[src/rtl/demux_tdm_pkg.sv]
// Shared types and constants for the 1-bit, 8-slot TDM receive path.
// Optional parity slot is enabled with DEMUX_TDM_PARITY_EN.
package demux_tdm_pkg;

    typedef enum logic [1:0] {
        ST_HUNT,
        ST_RECV,
        ST_PAR
    } state_t;

    localparam int NUM_SLOTS = 8;
    localparam int SLOT_W    = 3;

    // High when the data plus parity bit hold an odd number of ones.
    function automatic logic par_bad(input logic [NUM_SLOTS-1:0] d,
                                     input logic p);
        return ^{p, d};
    endfunction

endpackage

[src/rtl/demux_tdm_1para8_dec.sv]
// 3-to-8 one-hot decoder with enable.
// Generates the per-slot shadow write enables.
module Decoder_3para8 (
    input  logic [2:0] sel,
    input  logic       en,
    output logic [7:0] y
);

    always_comb begin
        y = 8'h00;
        if (en) y[sel] = 1'b1;
    end

endmodule

[src/rtl/demux_tdm_1para8.sv]
// 1-bit to 8-channel TDM demultiplexer with frame sync and stall timeout.
// Define DEMUX_TDM_PARITY_EN to add a 9th even-parity slot per frame.
module demux_tdm_1para8
    import demux_tdm_pkg::*;
#(
    parameter int TIMEOUT = 16
) (
    input  logic                 clk,
    input  logic                 rst_n,
    input  logic                 din,
    input  logic                 din_valid,
    input  logic                 sync,
    output logic [NUM_SLOTS-1:0] dout,
    output logic                 dout_valid,
    output logic [SLOT_W-1:0]    slot,
    output logic                 busy,
    output logic                 frame_err
);

    localparam logic [7:0] TO_LIM = 8'(TIMEOUT);

    state_t                 state;
    state_t                 state_nx;
    logic [NUM_SLOTS-1:0]   shadow;
    logic [NUM_SLOTS-1:0]   shadow_nx;
    logic [NUM_SLOTS-1:0]   we;
    logic [SLOT_W-1:0]      slot_nx;
    logic [SLOT_W-1:0]      dec_sel;
    logic [7:0]             tcnt;
    logic [7:0]             tcnt_nx;
    logic [7:0]             tcnt_inc;
    logic [NUM_SLOTS-1:0]   dout_nx;
    logic                   dv_nx;
    logic                   fe_nx;
    logic                   start;
    logic                   accept;
    logic                   last_slot;
    logic                   timed_out;
    logic                   wr;

    assign start     = din_valid & sync;
    assign accept    = din_valid & ~sync;
    assign last_slot = (slot == SLOT_W'(NUM_SLOTS - 1));
    assign tcnt_inc  = tcnt + 8'd1;
    assign timed_out = ~din_valid & (tcnt_inc == TO_LIM);

    // A sync always lands in slot 0, whatever the current slot is.
    assign wr      = start | ((state == ST_RECV) & accept);
    assign dec_sel = sync ? '0 : slot;

    Decoder_3para8 u_dec (
        .sel (dec_sel),
        .en  (wr),
        .y   (we)
    );

    always_ff @(posedge clk or negedge rst_n) begin
        if (!rst_n) state <= ST_HUNT;
        else        state <= state_nx;
    end

    always_comb begin
        state_nx = state;
        unique case (state)
            ST_HUNT: begin
                if (start) state_nx = ST_RECV;
            end
            ST_RECV: begin
                if (start) begin
                    state_nx = ST_RECV;
                end else if (accept && last_slot) begin
`ifdef DEMUX_TDM_PARITY_EN
                    state_nx = ST_PAR;
`else
                    state_nx = ST_HUNT;
`endif
                end else if (timed_out) begin
                    state_nx = ST_HUNT;
                end
            end
            ST_PAR: begin
                if (start)          state_nx = ST_RECV;
                else if (accept)    state_nx = ST_HUNT;
                else if (timed_out) state_nx = ST_HUNT;
            end
            default: state_nx = ST_HUNT;
        endcase
    end

    always_comb begin
        slot_nx   = slot;
        tcnt_nx   = tcnt;
        dout_nx   = dout;
        dv_nx     = 1'b0;
        fe_nx     = 1'b0;
        shadow_nx = wr ? ((shadow & ~we) | ({NUM_SLOTS{din}} & we)) : shadow;
        unique case (state)
            ST_HUNT: begin
                tcnt_nx = '0;
                slot_nx = start ? SLOT_W'(1) : '0;
            end
            ST_RECV, ST_PAR: begin
                if (start) begin
                    fe_nx   = 1'b1;
                    slot_nx = SLOT_W'(1);
                    tcnt_nx = '0;
                end else if (accept) begin
                    tcnt_nx = '0;
                    slot_nx = slot + SLOT_W'(1);
                    if (state == ST_PAR) begin
                        slot_nx = '0;
                        if (par_bad(shadow, din)) begin
                            fe_nx = 1'b1;
                        end else begin
                            dout_nx = shadow;
                            dv_nx   = 1'b1;
                        end
                    end else if (last_slot) begin
`ifndef DEMUX_TDM_PARITY_EN
                        dout_nx = {din, shadow[NUM_SLOTS-2:0]};
                        dv_nx   = 1'b1;
`endif
                    end
                end else if (timed_out) begin
                    fe_nx   = 1'b1;
                    slot_nx = '0;
                    tcnt_nx = '0;
                end else begin
                    tcnt_nx = tcnt_inc;
                end
            end
            default: begin
                slot_nx = '0;
                tcnt_nx = '0;
            end
        endcase
    end

    always_ff @(posedge clk or negedge rst_n) begin
        if (!rst_n) begin
            shadow     <= '0;
            slot       <= '0;
            tcnt       <= '0;
            dout       <= '0;
            dout_valid <= 1'b0;
            frame_err  <= 1'b0;
            busy       <= 1'b0;
        end else begin
            shadow     <= shadow_nx;
            slot       <= slot_nx;
            tcnt       <= tcnt_nx;
            dout       <= dout_nx;
            dout_valid <= dv_nx;
            frame_err  <= fe_nx;
            busy       <= (state_nx != ST_HUNT);
        end
    end

endmodule

[config.mk]
export PLATFORM = sky130hd
export DESIGN_NAME = demux_tdm_1para8
export DESIGN_NICKNAME = d
export VERILOG_FILES = /design/src/rtl/demux_tdm_pkg.sv /design/src/rtl/demux_tdm_1para8_dec.sv /design/src/rtl/demux_tdm_1para8.sv
export SDC_FILE = /design/constraint.sdc
export NUM_CORES = 1
export LEC_CHECK = 0
export CORE_MARGIN = 8
export CORE_UTILIZATION = 23
export CTS_CLUSTER_SIZE = 40
export DETAILED_ROUTE_END_ITERATION = 16
export GPL_TIMING_DRIVEN = 0
export MAX_ROUTING_LAYER = met4
export PLACE_DENSITY = 0.4
export RECOVER_POWER = 50
export SETUP_SLACK_MARGIN = 0.1
export SLEW_MARGIN = 20
export SYNTH_ARGS = -nofsm -noshare
export SYNTH_HDL_FRONTEND = slang
export SYNTH_SLANG_ARGS = --single-unit
export TNS_END_PERCENT = 100
[constraint.sdc]
create_clock -name clk -period 3 [get_ports clk]
set_input_delay 0.45 -clock clk [delete_from_list [all_inputs] [get_ports clk]]
set_output_delay 0.45 -clock clk [all_outputs]
set_load 0.05 [all_outputs]
# Word-level counts from Yosys, hierarchy flattened
# Index checks and enable logic that the tools add are counted.
# W data, S select, Z words.
[word_totals]
register_bits = 32
output_inout_bits = 14
elab_cells = 74
in_bits = 5
[op_classes]
n_mux = 36
n_addsub = 2
reduce_logical = 8
eq_ne = 6
bitwise_logic = 12
magnitude_cmp = 2
[op_table]
columns = ["op", "count"]
rows = [
  ["$mux W8", 8],
  ["$and A8 B8 Y8", 2],
  ["$mux W3", 5],
  ["$mux W1", 14],
  ["$mux W2", 6],
  ["$reduce_xor A9 Y1", 1],
  ["$add A8 B1 Y8 const B", 1],
  ["$eq A8 B5 Y1 const B", 1],
  ["$not A8 Y8", 1],
  ["$or A8 B8 Y8", 1],
  ["$pmux W2 S3", 1],
  ["$pmux W3 S2", 1],
  ["$reduce_and A5 Y1", 1],
  ["$and A1 B1 Y1", 4],
  ["$lt A3 B4 Y1 const B", 1],
  ["$ne A4 B4 Y1 const B", 1],
  ["$reduce_bool A2 Y1", 2],
  ["$add A3 B1 Y3 const B", 1],
  ["$demux W1 S3", 1],
  ["$eq A3 B3 Y1 const B", 1],
  ["$ge A3 B1 Y1 const B", 1],
  ["$not A1 Y1", 3],
  ["$eq A2 B1 Y1 const B", 1],
  ["$eq A2 B2 Y1 const B", 1],
  ["5 further kinds", 6],
]

# Longest topological paths before layout
[depth]
ltp_word = 9
depth_mapped = 7
ltp_nobuf = 7

# Cells and area by module
# From an unflattened synthesis, not the netlist that was laid out.
[hier_totals]
cells_unflattened = 158
hier_area_um2 = 1833.0
[modules_own_cells]
columns = ["mod", "seq_area_each_um2", "area_each_um2", "instances", "cells_each"]
rows = [
  ["demux_tdm_1para8", 800.8, 1737.9, 1, 150],
  ["Decoder_3para8", 0.0, 95.1, 1, 8],
]

# Worst setup path after synthesis
# OpenSTA, ideal clock, no wires.
[synth_path]
kind = "input to register"
from = "input port din"
to = "register dout[0]"
t_required_ns = 2.875
stages = 6
slack_ns = 0.997
path_buffers = 1
setup_ns = 0.125
t_arrival_ns = 1.878
cell_sequence = "buf_6 -> xnor2_1 -> xnor3_2 -> mux2i_4 -> nor2_4 -> mux2_2"
[synth_between]
elab_chain_len = 3
[synth_rtl]
columns = ["item", "line_no", "text"]
rows = [
  ["start, declared", "demux_tdm_1para8.sv:10", "input logic din,"],
  ["$reduce_xor A9 Y1", "demux_tdm_pkg.sv:17", "return ^{p, d};"],
  ["$ne A2 B2 Y1 (no source line)", "--", ""],
  ["$reduce_and A5 Y1 (no source line)", "--", ""],
  ["end signal, assigned", "demux_tdm_1para8.sv:152", "dout <= dout_nx;"],
  ["end, declared", "demux_tdm_1para8.sv:13", "output logic [NUM_SLOTS-1:0] dout,"],
]
# Every way passes these cells.
# A chain may end at the register's enable or synchronous reset.

==> results.cfg <==
[run_status]
status = finished, final reports clean

[clock_tree]
cts_buffer_depth = 2
postCtsResizedCells = 0
postCtsHoldBufs = 0
clk-insertion-delay-late_ps = 290
clock_sinks = 32
cts_tree = built
cts_made_buffers = 5
ctsHtreeMaxLevel = 2
cts_setup_buffers = 0
clock-root-buffer = clkbuf_8
path_clk_slew_ps = 70

[final_layout]
area_delta_synth_final_pct = 22.9
antenna_cells = 0
n_fill_cell = 774
final_common_cell = dfrtp_1
layout-drive-gt1-share_pct = 15.2
fin_nets = 196
fin_area_mm2 = 0.00210
final_cell_mix = dfrtp_1 (32), nor2_1 (18), mux2_2 (15), clkdlybuf4s50_1 (14), o21ai_0 (12)

[route]
antenna_left = 0
vias = 1262
drt_first_pass_iters = 4
wirelength_um = 3750
wl_per_cell_um = 13.3
drc = 0
viasPerCell = 4.46
drtIter0Drc = 46

[job]
drv_cap = 0

[placement]
placed_area_mm2 = 0.00203
numPortBuffers = 17
dp_hpwl_um = 2870
place.gp.congestion = 0.797

[synthesis]
synth_warnings = 0
syn_inst = 158
yosysSeqAreaShare_pct = 46.8
synth-main-ff-cell = dfrtp_1
synth_nets = 171
synth_area_mm2 = 0.00171
ys_types = 38
synth-seq-cells = 32
async_reset_ff_share_pct = 100
synth_edf_count = 0
synth.avg_cell_area_um2 = 10.8

[critical_path]
start_kind = register
endpoint = dout[3]
r2r_end = dout[3]
worstRegToRegCells = 5
worstPathArrival_ps = 2560
reg2reg_slack_ps = 610
path_class = register to register
crit_fanout = 8
required_ps = 3170
endpoint_kind = register

[die]
die_y_um = 102
core_mm2 = 0.00721
rows = 31
fp.dieW_um = 102
die_area_mm2 = 0.0105
start_util_pct = 23.7
pin_count = 19

[sta]
rsz0062_at_grt = no
period_needed_ps = 2390
relSlewSlack_pct = 26.7
finalSetupTns_ps = 0
setup_viol = 0
whs_ps = 178
tightest_slew_ps = 1100
slew_violations = 0
timing.final.crit_share_pct = 79.5
max_freq_mhz = 419
fin_skew_ps = 3.06
hold_viol = 0

[power_and_ir_drop]
p_per_area_mw_per_mm2 = 732
ir_drop_v = 0.000244
power_mw = 1.54
leakagePower_nw = 0.912

[grt]
overflow = 0
antenna_found_initial = 0
grt_pass1_vias = 1375
grt_max_degree = 21
grt_first_pass_wirelength_um = 6570
grt_use_total_pct = 8.44

[min_path]
min_path_type = input port to asynchronous set/reset pin
worst max-delay path, stage by stage (launching register included):
cell,delay (ps)
dfrtp_1,410
xor2_1,200
xnor3_2,500
mux2i_4,210
nor2_1,540
mux2_2,400
layout make-up:
type                    instances  area (µm²)  area share (%)
clock inverters                 2        35.0            1.67
multi-input cells             116         858            40.8
inverters                       8        30.0            1.43
clock buffers                   6        72.6            3.45
flip-flops and latches         32         801            38.1
well taps                      99         124            5.89
repair buffers                 18         168            7.97
plain buffers                   2        15.0           0.714
cells in the mapped netlist, drive strengths merged (2+ instances only):
cell type | count | area (µm²)
inv | 8 | 30.0
or2 | 2 | 12.5
nand3b | 3 | 22.5
xnor2 | 5 | 43.8
nor3 | 4 | 20.0
ha | 8 | 100
a21oi | 5 | 25.0
nor4 | 2 | 12.5
o21ai | 12 | 60.1
and3 | 3 | 18.8
nor2 | 18 | 75.1
nor2b | 2 | 12.5
xnor3 | 2 | 46.3
nand2 | 5 | 18.8
nand3 | 6 | 30.0
xor2 | 4 | 35.0
nand2b | 5 | 31.3
mux2 | 15 | 169
dfrtp | 32 | 801
cell families after synthesis:
group	synth area share [%]
fa+ha+maj	5.85
compound gates	10.3
simple gates	15.9
xor+xnor	7.31
flops	46.8
mux	11.2
buf+inv	2.63
worst min path at each step:
| stage | startpoint | end | slack [ps] | depth (start not counted) |
|---|---|---|---|---|
| 3_3_place_gp | dout[5] | dout[5] | 490 | 1 |
| 6_report | rst_n | dout[7] | 180 | 1 |
| 4_1_cts | rst_n | dout[7] | 60 | 1 |
| 2_1_floorplan | rst_n | asynchronous set/reset pin | 150 | 0 |
| 3_5_place_dp | rst_n | dout[7] | 380 | 1 |
| 5_1_grt | rst_n | frame_err | 220 | 1 |
power by group:
| part | internal [mW] | total (mW) | switching, mW | leakage, nW |
|---|---|---|---|---|
| logic | 0.258 | 0.549 | 0.291 | 0.436 |
| registers | 0.506 | 0.582 | 0.0755 | 0.421 |
| clock network | 0.246 | 0.410 | 0.164 | 0.0552 |
per-layer routing:
metal  track usage, %  vias to the layer above  routed length, µm
met4             3.27                        0                 57
met1             9.03                      633               1620
met5                -                        -                  0
met2             13.6                       16               1880
li1                 -                      607                  -
met3             3.47                        6                198
per-stage QoR:
stage	instances	setup WS (ps)	util [%]
finish	283	614	29.2
global route	283	422	29.2
CTS	283	718	29.6
detailed placement	275	724	28.1
global placement	274	740	27.8
floorplan	158	997	-
Power figures use the tool's default switching activity.
